File: config.mk
export PLATFORM = sky130hd
export DESIGN_NAME = fsm_access_arbiter
export DESIGN_NICKNAME = d
export VERILOG_FILES = /design/src/rtl/fsm_access_arbiter.sv
export SDC_FILE = /design/constraint.sdc
export NUM_CORES = 1
export LEC_CHECK = 0
export ABC_AREA = 1
export BUFFER_PORTS_ARGS = -buffer_cell sky130_fd_sc_hd__buf_2
export CAP_MARGIN = 20
export CORE_ASPECT_RATIO = 1.25
export CORE_MARGIN = 2
export CORE_UTILIZATION = 34
export DETAILED_ROUTE_END_ITERATION = 7
export HOLD_SLACK_MARGIN = 0.06
export PLACE_DENSITY = 0.65
export SLEW_MARGIN = 20
export SYNTH_ARGS = -nofsm -noshare
export SYNTH_HDL_FRONTEND = slang
export SYNTH_SLANG_ARGS = --single-unit
File: constraint.sdc
create_clock -name clk -period 3.1 [get_ports clk]
set_clock_uncertainty 0.2 [all_clocks]
set_input_delay 0.31 -clock clk [delete_from_list [all_inputs] [get_ports clk]]
set_output_delay 0.31 -clock clk [all_outputs]
set_load 0.05 [all_outputs]
File: src/rtl/fsm_access_arbiter.sv
// Round-robin arbiter that grants one requester at a time to a shared resource,
// with a per-grant timeout and a hardened state machine that recovers from illegal codes.
module fsm_access_arbiter #(
  parameter int NREQ    = 3,
  parameter int OWN_W   = 2,
  parameter int TIMEOUT = 8,
  parameter int CNT_W   = 4
) (
  input  logic             clk,
  input  logic             rst,
  input  logic [NREQ-1:0]  req,
  input  logic [NREQ-1:0]  done,
  output logic [NREQ-1:0]  grant,
  output logic             busy,
  output logic [OWN_W-1:0] owner,
  output logic             timeout_err,
  output logic             fsm_err,
  output logic [2:0]       dbg_state,
  output logic [OWN_W-1:0] dbg_ptr,
  output logic [CNT_W-1:0] dbg_cnt
);

  // Handshake: req is a level held by a requester for as long as it wants the
  // resource; done[owner] is a one-cycle release strobe. A grant ends when the
  // owner strobes done, drops req, or the grant reaches TIMEOUT cycles.
  // Non-owner done/req bits never affect the current grant.

  typedef enum logic [2:0] {
    ST_IDLE    = 3'b000,
    ST_ARB     = 3'b001,
    ST_GRANT   = 3'b010,
    ST_RELEASE = 3'b100
  } state_e;

  localparam logic [CNT_W-1:0] CNT_LAST = CNT_W'(TIMEOUT - 1);

  logic [2:0]       r_state;
  logic [NREQ-1:0]  r_grant;
  logic             r_busy;
  logic [OWN_W-1:0] r_owner;
  logic             r_timeout_err;
  logic             r_fsm_err;
  logic [OWN_W-1:0] r_ptr;
  logic [CNT_W-1:0] r_cnt;

  logic             w_found;
  logic [OWN_W-1:0] w_pick;
  logic [NREQ-1:0]  w_onehot;
  logic             w_release;
  logic             w_timeout;

  function automatic logic [OWN_W-1:0] wrap_add(input logic [OWN_W-1:0] a, input int k);
    int s;
    s = int'(a) + k;
    if (s >= NREQ) s = s - NREQ;
    return OWN_W'(s);
  endfunction

  // Walk from the highest offset down so the lowest offset from ptr wins.
  always_comb begin
    w_found = 1'b0;
    w_pick  = '0;
    for (int k = NREQ - 1; k >= 0; k--) begin
      if (req[wrap_add(r_ptr, k)]) begin
        w_found = 1'b1;
        w_pick  = wrap_add(r_ptr, k);
      end
    end
  end

  assign w_onehot  = NREQ'(1) << w_pick;
  assign w_release = done[r_owner] | ~req[r_owner];
  assign w_timeout = (r_cnt == CNT_LAST);

  always_ff @(posedge clk) begin
    if (rst) begin
      r_state       <= ST_IDLE;
      r_grant       <= '0;
      r_busy        <= 1'b0;
      r_owner       <= '0;
      r_timeout_err <= 1'b0;
      r_fsm_err     <= 1'b0;
      r_ptr         <= '0;
      r_cnt         <= '0;
    end else begin
      r_timeout_err <= 1'b0;
      case (r_state)
        ST_IDLE: begin
          r_grant <= '0;
          r_busy  <= 1'b0;
          if (|req) r_state <= ST_ARB;
        end
        ST_ARB: begin
          if (w_found) begin
            r_owner <= w_pick;
            r_cnt   <= '0;
            r_grant <= w_onehot;
            r_busy  <= 1'b1;
            r_state <= ST_GRANT;
          end else begin
            r_grant <= '0;
            r_busy  <= 1'b0;
            r_state <= ST_IDLE;
          end
        end
        ST_GRANT: begin
          if (r_cnt != CNT_LAST) r_cnt <= r_cnt + 1'b1;
          if (w_release || w_timeout) begin
            // A release that coincides with the last allowed cycle is a normal release.
            r_timeout_err <= ~w_release;
            r_grant       <= '0;
            r_busy        <= 1'b0;
            r_ptr         <= wrap_add(r_owner, 1);
            r_state       <= ST_RELEASE;
          end
        end
        ST_RELEASE: begin
          r_grant <= '0;
          r_busy  <= 1'b0;
          r_state <= (|req) ? ST_ARB : ST_IDLE;
        end
        default: begin
          r_grant   <= '0;
          r_busy    <= 1'b0;
          r_fsm_err <= 1'b1;
          r_state   <= ST_IDLE;
        end
      endcase
    end
  end

  assign grant       = r_grant;
  assign busy        = r_busy;
  assign owner       = r_owner;
  assign timeout_err = r_timeout_err;
  assign fsm_err     = r_fsm_err;
  assign dbg_state   = r_state;
  assign dbg_ptr     = r_ptr;
  assign dbg_cnt     = r_cnt;

endmodule

Yosys cells after proc, flatten, opt, wreduce, memory -nomap -nowiden
Cells that the tools add are included.
{"block": "totals", "ff_bits": 17, "elab_cells": 83, "in_bits": 8}
{"block": "op_classes", "bitwise_logic": 5, "n_reduce_logical": 10, "muxes": 34, "shift": 1, "n_lt_le_gt_ge": 8, "add_sub_neg": 8, "eq_ne": 9}
{"cell": "$mux 2", "count": 8}
{"cell": "$lt 2x3->1 const B", "count": 4}
{"cell": "$mux 3", "count": 4}
{"cell": "$pmux 3 s4", "count": 1}
{"cell": "$mux 1", "count": 11}
{"cell": "$bmux 1 s2", "count": 5}
{"cell": "$ge 3x2->1 const B", "count": 3}
{"cell": "$mux 4", "count": 2}
{"cell": "$ne 2x2->1 const B", "count": 4}
{"cell": "$pmux 4 s2", "count": 1}
{"cell": "$sub 2x2->2 const B", "count": 4}
{"cell": "$add 2x1->3 const B", "count": 2}
{"cell": "$pmux 3 s2", "count": 1}
{"cell": "$reduce_and 2->1", "count": 3}
{"cell": "$reduce_or 3->1", "count": 2}
{"cell": "$add 4x1->4 const B", "count": 1}
{"cell": "$eq 4x3->1 const B", "count": 1}
{"cell": "$ne 4x3->1 const B", "count": 1}
{"cell": "$not 1->1", "count": 4}
{"cell": "$reduce_or 4->1", "count": 1}
{"cell": "$add 2x2->3 const B", "count": 1}
{"cell": "$eq 3x1->1 const B", "count": 1}
{"cell": "$eq 3x2->1 const B", "count": 1}
{"cell": "$eq 3x3->1 const B", "count": 1}
{"cell": "8 further kinds", "count": 8}

Logic depth before layout (Yosys ltp)
Gate-level depths: netlist of the first run.
{"block": "logic_depth", "ltp_word": 11, "depth_mapped": 13, "ltp_nobuf": 13}

Worst setup path before layout of the first run
Ideal clock, no wire load.
{"block": "synth_timing", "path_type": "register to register", "start": "register r_ptr[0], in the netlist dbg_ptr[0]", "end": "register r_cnt[0], in the netlist dbg_cnt[0]", "arrival_time_ns": 1.887, "setup_time_ns": 0.116, "stages_incl_launch_ff": 12, "slack_ns": 0.896, "path_cell_list": "dfxtp_1 -> inv_1 -> ha_1 -> inv_2 -> nand2_2 -> nand2_2 -> a21oi_2 -> nand3_2 -> nand2_4 -> nand2_4 -> o21ai_0 -> nor2_1"}
{"block": "synth_via", "elab_chain_len": 10, "word_cells_on_any_way": 22, "classes_between": "add/sub (5); order compare (3); eq/ne (1); mux (12); reduce/logical (1)"}
{"element": "from (decl)", "line": "43", "source": "logic [OWN_W-1:0] r_ptr;"}
{"element": "from (signal assigned)", "line": "113", "source": "r_ptr <= wrap_add(r_owner, 1);"}
{"element": "$add 2x2->3", "line": "54", "source": "s = int'(a) + k;"}
{"element": "$ge 3x2->1 / $sub 2x2->2 (equally long branches)", "line": "55", "source": "if (s >= NREQ) s = s - NREQ;"}
{"element": "$mux 2", "line": "55"}
{"element": "$bmux 1 s2", "line": "64", "source": "if (req[wrap_add(r_ptr, k)]) begin"}
{"element": "$mux 1 (implied by the code)", "line": "64"}
{"element": "$mux 1 (2 in series)", "line": "64"}
{"element": "$mux 1 (*)", "line": "64"}
{"element": "$ne 2x2->1 (no source line) (*)"}
{"element": "$reduce_and 3->1 (no source line) (*)"}
{"element": "to (signal assigned)", "line": "107", "source": "if (r_cnt != CNT_LAST) r_cnt <= r_cnt + 1'b1;"}
{"element": "to (decl)", "line": "44", "source": "logic [CNT_W-1:0] r_cnt;"}
Mark *: on every way between the ends. The rest lies on a longest branch, timed or not. The select of a mux whose other input is x is not followed.
A chain may end at the register's enable or synchronous reset.

Worst setup path in the final report of the first run
Same ends and word-level chain as after synthesis.

==> metrics.md, run 1 <==
| Metric | Value |
|---|---|
| Status | complete, no violations |
| Syn-to-layout area delta | 18.81% |
| Mapped Nets | 152 |
| Vias in the first global route | 913 |
| Flop-to-flop setup slack | about 1.2 ns |
| Synth area leaders | dfxtp_1 (35%), nand2_1 (11%), a21oi_1 (7.6%), nand3_1 (7.6%), ha_1 (6.4%) |
| Measured slew at the worst slew-check pin | 0.3114 ns |
| Hold Vio Cnt, Final | 0 |
| WS Path Type | register to register |
| WP data arrival | a little under 2 ns |
| Mapped Cells | 139 |
| R2r worst-path depth | 11 |
| Final core occ | 0.4323 |
| Core area | about 2700 um2 |
| Most used DFF post-synth | dfxtp_1 |
| Diodes inserted | 0 |
| CTS sink count | 17 |
| Slowest-stage cell, CP | ha_1 |
| Setup crit start | dbg_ptr[0] |
| Via count | slightly below 1,000 |
| Post-synth EDFFs | 0 |
| Clock latency on the worst-skew pair | ~0.28 ns |
| CP Launch Type | register |
| Post-CTS Setup Bufs | 0 |
| CTS root buf | clkbuf_4 |
| Final wirelength | around 2200 um |
| GP Congestion | 0.8806 |
| Crit path buf inv count | 2 |
| Total track usage | 0.1452 |
| Hold buffers post-CTS | 0 |
| Initial antenna violation count | 0 |
| Most frequent cell after synthesis | nand2_1 |
| Crit path depth | 11 |
| Largest net degree at the start of global routing | 14 |
| Maximum Capacitance Violations | 0 |
| Achievable frequency | roughly 500 MHz |
| CP Capture Type | register |
| FFs w/ async S/R, synth | 0 |
| Min-Delay Path Class | input pin to register |
| CP max FO | 8 |
| Die width | approximately 52 um |
| Post-Layout Inst Area | 1170 um2 |
| Half-perimeter wire length after placement | between 1500 and 2000 um |
| CTS tree | yes |
| Num CTS Buffers | 3 |
| List of most frequent post-synthesis cells | nand2_1 (30), dfxtp_1 (17), inv_1 (16) |
| Initial core utilization | 0.3638 |
| TNS Setup | 0 ns |
| Initial drt markers | 16 |
| Post-DP Area | between 1000 and 1500 um2 |
| DR pass1 iterations | 4 |
| Inst Count DP | ~200 |
| Die area | between 3000 and 4000 um2 |
| Clk slew on worst S/H paths | 0.09 ns |
| Nets | 180 |
| Rows | 21 |
| Biggest area consumer among synthesized cells | dfxtp_1 |
| Final setup violation count | 0 |
| Drt wl/cell | roughly 11 um |
| First-pass GRT wire length | ~3700 um |
| Slew margin rel. | 0.7922 |
| Cell Chain, Critical Path | inv_1 -> ha_1 -> inv_2 -> nand2_2 -> nand2_2 -> a21oi_2 -> nand3_2 -> nand2_4 -> nand2_4 -> o21ai_0 -> nor2_1 |
| RR Endpoint | dbg_cnt[0] |
| Buffers added on ports | 24 |
| CTS HTree Levels | 1 |
| Synth Register Bits | 17 |
| Final Critical Period | between 1.5 and 2 ns |
| Synthesized area | about 980 um2 |
| Distinct cell type count after synthesis | 25 |
| CTS Buffer Depth | 2 |
| DR vias/cell | between 4 and 5 |
| Share of the synthesized area in the top cell type | 0.3456 |
| Resized cells post-CTS | 0 |
| Critical R2R Launch | dbg_ptr[0] |
| Seq/Total Area, Yosys | 0.3456 |
| Static Leakage | between 0.0005 and 0.0006 uW |
| Crit path required time | around 3 ns |
| Remaining DRCs | 0 |
| RSZ-0062 raised after global routing | no |
| Crit path max-delay family | simple AND/OR/NAND/NOR gates |
| Share of cells above drive strength 1 | 0.2831 |
| Gr ovfl total | 0 |
| Yosys warns | 0 |
| Crit path capture | dbg_cnt[0] |
| Peak VDD IR | 268.2 uV |
| Crit path largest cell delay | between 0.3 and 0.4 ns |
| Final Instance Count excl. Fillers | 200 |
| DRT antenna net count | 0 |
| Io pins | 25 |
| Pwr Density | around 490 nW/um2 |
| Final slew viol count | 0 |
| Die height | 64.17 um |
| Final period util | 0.6284 |
| Synthesized area per cell | between 7 and 8 um2 |
| Fill cell count | between 200 and 300 |
==> layer usage <==
metal  routed length, um  global-route usage  share of wire
met5                   0                   0              0
met1                 947              0.1626           0.43
met4                  28             0.03846          0.013
met3                  98             0.02804          0.044
met2                1133              0.2706           0.51
==> through the flow <==
| step | power, uW | hold WS (ns) | worst slack (ns) |
|---|---|---|---|
| final | 569.5 | 0.1576 | 1.152 |
| after global routing | 610.1 | 0.1572 | 0.9986 |
| after CTS | 576.0 | 0.1529 | 1.136 |
| after detailed placement | 462.3 | 0.2765 | 1.147 |
| after global placement | 459.0 | 0.2726 | 1.204 |
| after floorplan | 415.1 | 0.1880 | 0.8965 |
==> worst register-to-register path, stage by stage (launching register included) <==
cell and delay [ns]:
dfxtp_1 0.35, inv_1 0.08, ha_1 0.39, inv_2 0.09
nand2_2 0.07, nand2_2 0.06, a21oi_2 0.13, nand3_2 0.10
nand2_4 0.12, nand2_4 0.08, o21ai_0 0.14, nor2_1 0.05
==> state kept, by name (all words and copies together), names as in the netlist <==
signal and flops:
dbg_cnt 4, dbg_ptr 2, owner 2, timeout_err 1, grant 3, fsm_err 1, busy 1, dbg_state 3
==> layout make-up <==
cell class	count	area (um2)	area share
clock buffers	4	26.28	0.02246
inverters	22	82.58	0.07059
multi-input cells	99	558.0	0.4770
flip-flops and latches	17	340.3	0.2909
well taps	34	42.54	0.03636
repair buffers	24	120.1	0.1027
==> worst min-delay path by stage <==
stage / startpoint / end / cells after the start
2_1_floorplan: rst / dbg_state[0] / 1
3_3_place_gp: busy / busy / 2
3_5_place_dp: grant[2] / grant[2] / 2
4_1_cts: rst / grant[0] / 2
5_1_grt: rst / fsm_err / 2
6_report: rst / dbg_cnt[1] / 2
==> where the power goes <==
| group | switching (uW) | internal (uW) | leakage [uW] |
|---|---|---|---|
| Clock | 63.9 | 50.0 | 0.0000150 |
| Sequential | 15.9 | 234 | 0.000138 |
| Combinational | 147 | 58.3 | 0.000414 |
| Total | 227 | 343 | 0.000567 |
==> layout by cell type (no fill, tap or decap) <==
cell and count:
o21ai_2 3, ha_1 5, buf_2 24, dfxtp_1 17, nor2_4 1, clkbuf_4 3
o21ai_1 1, nand2_4 2, o21ai_0 6, a21oi_1 15, o211ai_1 1, nor3_2 1
nor3_4 1, a21oi_2 1, o21a_1 1, nand3_2 1, clkbuf_1 1, inv_1 16
nand3_1 15, nor2_2 1, nand2_2 3, xor2_1 1, inv_2 6, nor3_1 1
nor2_1 8, a311oi_1 1, nand2_1 30
==> kinds of logic after synthesis <==
logic type / count (synthesis) / share of synthesized area
and+or+nand+nor: 64 / 0.3227
DFF: 17 / 0.3456
xor gates and xnor gates: 1 / 0.008896
adders and majority gates: 5 / 0.06353
buffers and inverters: 23 / 0.08767
AOI/OAI and AO/OA: 29 / 0.1715
(Power assumes the default switching activity.)
==> run 2: changes to the inputs <==
--- a/config.mk
+++ b/config.mk
@@ -13,7 +13,7 @@
 export CORE_UTILIZATION = 34
 export DETAILED_ROUTE_END_ITERATION = 7
 export HOLD_SLACK_MARGIN = 0.06
-export PLACE_DENSITY = 0.65
+export PLACE_DENSITY = 0.67
 export SLEW_MARGIN = 20
 export SYNTH_ARGS = -nofsm -noshare
 export SYNTH_HDL_FRONTEND = slang
==> constraint.sdc (replaced) <==
create_clock -name clk -period 1.7 [get_ports clk]
set_clock_uncertainty 0.2 [all_clocks]
set_input_delay 0.17 -clock clk [delete_from_list [all_inputs] [get_ports clk]]
set_output_delay 0.17 -clock clk [all_outputs]
set_load 0.05 [all_outputs]
==> metrics.md, run 2 (synthesized netlist as in run 1, its figures left out) <==
| Metric | Value |
|---|---|
| Status | complete, but fails checks (was complete, no violations) |
| Failing checks | setup timing |
| Switch Pwr | 450.2 uW (was 226.7 uW) |
| Critical R2R Launch | dbg_ptr[0] (unchanged) |
| RSZ-0062 raised after global routing | yes (was no) |
| Hold Vio Cnt, Final | 0 (unchanged) |
| R2r worst-path depth | 12 (was 11) |
| Crit path capture | grant[0] (was dbg_cnt[0]) |
| Crit path required time | 1.67 ns (was 3.09 ns) |
| Share of cells above drive strength 1 | 0.4199 (was 0.2831) |
| Pwr Density | 833.1 nW/um2 (was 486.8 nW/um2) |
| First-pass GRT wire length | 4215 um (was 3732 um) |
| Clock latency on the worst-skew pair | 0.28 ns (about the same) |
| Via count | 1,040 (was 970) |
| WP data arrival | 1.82 ns (was 1.94 ns) |
| Largest net degree at the start of global routing | 14 (unchanged) |
| Measured slew at the worst slew-check pin | 0.3176 ns (was 0.3114 ns) |
| Final setup violation count | 10 (was 0) |
| Num CTS Buffers | 3 (unchanged) |
| Fill cell count | 266 (was 286) |
| Io pins | 25 (unchanged) |
| Die width | 52.14 um (unchanged) |
| Final Critical Period | 1.845 ns (was 1.948 ns) |
| Achievable frequency | 542.1 MHz (was 513.4 MHz) |
| Clock share of power | 0.185 (was 0.200) |
| Post-Layout Inst Area | 1360 um2 (was 1170 um2) |
| Commonest cells after routing, fill and taps aside | nand2_1 (27), buf_2 (24), inv_1 (14), nand3_1 (14), a21oi_1 (14) (was nand2_1 (30), buf_2 (24), dfxtp_1 (17)) |
| Max FFs per register | 4 (unchanged) |
| Remaining DRCs | 0 (unchanged) |
| Switching share of total power | 0.3973 (was 0.3980) |
| Initial core utilization | 0.3638 (unchanged) |
| RR Endpoint | grant[0] (was dbg_cnt[0]) |
| CP Launch Type | register (unchanged) |
| Static Leakage | 0.0006504 uW (was 0.0005671 uW) |
| Core area | 2706 um2 (unchanged) |
| CTS tree | yes (unchanged) |
| Drt wl/cell | 11.17 um (was 11.04 um) |
| Final slew viol count | 0 (unchanged) |
| Gr ovfl total | 0 (unchanged) |
| DR vias/cell | 4.837 (was 4.850) |
| Die height | 64.17 um (unchanged) |
| Flop-to-flop setup slack | -0.14 ns (was 1.15 ns) |
| Slew margin rel. | 0.7871 (was 0.7922) |
| Reg power frac | 0.409 (was 0.440) |
| Syn-to-layout area delta | 38.12% (was 18.81%) |
| Buffers added on ports | 24 (unchanged) |
| Die area | 3346 um2 (unchanged) |
| Initial antenna violation count | 0 (unchanged) |
| Final period util | 1.085 (was 0.6284) |
| Final setup margin | -0.1448 ns (was 1.152 ns) |
| Most common cell after layout, fill and taps aside | nand2_1 (unchanged) |
| Half-perimeter wire length after placement | 1851 um (was 1803 um) |
| Rows | 21 (unchanged) |
| Diodes inserted | 0 (unchanged) |
| Total Power | 1133 uW (was 569.5 uW) |
| Internal power | 682.9 uW (was 342.9 uW) |
| Vias in the first global route | 1,003 (was 913) |
| Maximum Capacitance Violations | 0 (unchanged) |
| Gate power share | 0.406 (was 0.360) |
| Setup crit start | dbg_ptr[0] (unchanged) |
| CP Capture Type | register (unchanged) |
| Min-Delay Path Class | input pin to register (unchanged) |
| Initial drt markers | 42 (was 16) |
| CTS sink count | 17 (unchanged) |
| TNS Setup | -0.9192 ns (was 0 ns) |
| GP Congestion | 0.8005 (was 0.8806) |
| Total track usage | 0.1615 (was 0.1452) |
| CTS Buffer Depth | 2 (unchanged) |
| DRT antenna net count | 0 (unchanged) |
| Clk slew on worst S/H paths | 0.10 ns (was 0.09 ns) |
| CP max FO | 7 (was 8) |
| WS Path Type | register to register (unchanged) |
| Nets | 195 (was 180) |
| DR pass1 iterations | 4 (unchanged) |
| Final wirelength | 2401 um (was 2207 um) |
| Post-DP Area | 1206 um2 (was 1144 um2) |
| Peak VDD IR | 491.7 uV (was 268.2 uV) |
| CTS root buf | clkbuf_4 (unchanged) |
| CTS HTree Levels | 1 (unchanged) |
run 2: changes by cell type in the layout (fill, tap and decap cells not counted), sizes merged:
| cell | delta |
|---|---|
| dlygate4sd3 | +3 |
| clkinv | +1 |
| buf | +12 |
| clkbuf | -1 |
run 2: layer usage:
layer  part of all wire  routed length [um]  global-route usage  vias up
met1               0.42                1019              0.1925      469
li1                   -                   -                   -      538
met4             0.0075                  18             0.04808        0
met5                  0                   0                   0        -
met3              0.044                 105             0.02804        2
met2               0.52                1258              0.2880       31
run 2: layout make-up:
cell class	count	area [um2]	area share
Clock buffer	3	22.52	0.01656
Inverter	22	90.09	0.06624
Timing Repair Buffer	39	240.2	0.1766
Tap cell	34	42.54	0.03128
Sequential cell	17	352.8	0.2594
Clock inverter	1	5.005	0.003680
Multi-Input combinational cell	99	606.8	0.4462
run 2: repair_timing:
item | in CTS | in global routing
hold buffers | 3 | 1
cloned | 0 | 0
buffers inserted | 3 | 5
hold endpoints to repair | 12 | 9
gates resized for setup | 3 | 8
pin swaps | 1 | 7
setup endpoints to repair | 7 | 15
run 2: worst min path at each step:
stage	start	to	slack, ns	depth (start not counted)
finish	req[2]	dbg_state[0]	0.08	3
floorplan	rst	dbg_state[0]	0.05	1
global placement	dbg_cnt[2]	dbg_cnt[2]	0.27	2
detailed placement	dbg_cnt[2]	dbg_cnt[2]	0.28	2
global route	req[2]	dbg_state[0]	0.08	3
CTS	rst	dbg_cnt[1]	0.02	2
run 2: worst max-delay path, cell delays in order (launching register included):
cell     delay, ns
dfxtp_4       0.37
inv_4         0.04
ha_4          0.30
inv_4         0.05
nand2_2       0.06
nand2_2       0.06
a21oi_2       0.15
nand3_2       0.10
nand2_4       0.11
buf_4         0.12
inv_1         0.04
nand3_2       0.07
a21oi_1       0.06
run 2: stage by stage:
stage / instances / worst slack [ns] / hold slack, ns / util
global route: 215 / -0.2270 / 0.07813 / 0.5025
detailed placement: 200 / -0.08456 / 0.2760 / 0.4457
CTS: 210 / -0.09126 / 0.01840 / 0.4817
global placement: 200 / -0.04942 / 0.2717 / 0.4457
finish: 215 / -0.1448 / 0.07648 / 0.5025
floorplan: 139 / -0.07399 / 0.04802 / -
run 2: power groups by stage:
stage	Combinational, uW	Clock, uW	Sequential (uW)
4_1_cts	428	223	464
5_1_grt	503	244	468
6_report	460	210	463
3_3_place_gp	393	0	469
2_1_floorplan	202	0	570
3_5_place_dp	399	0	472
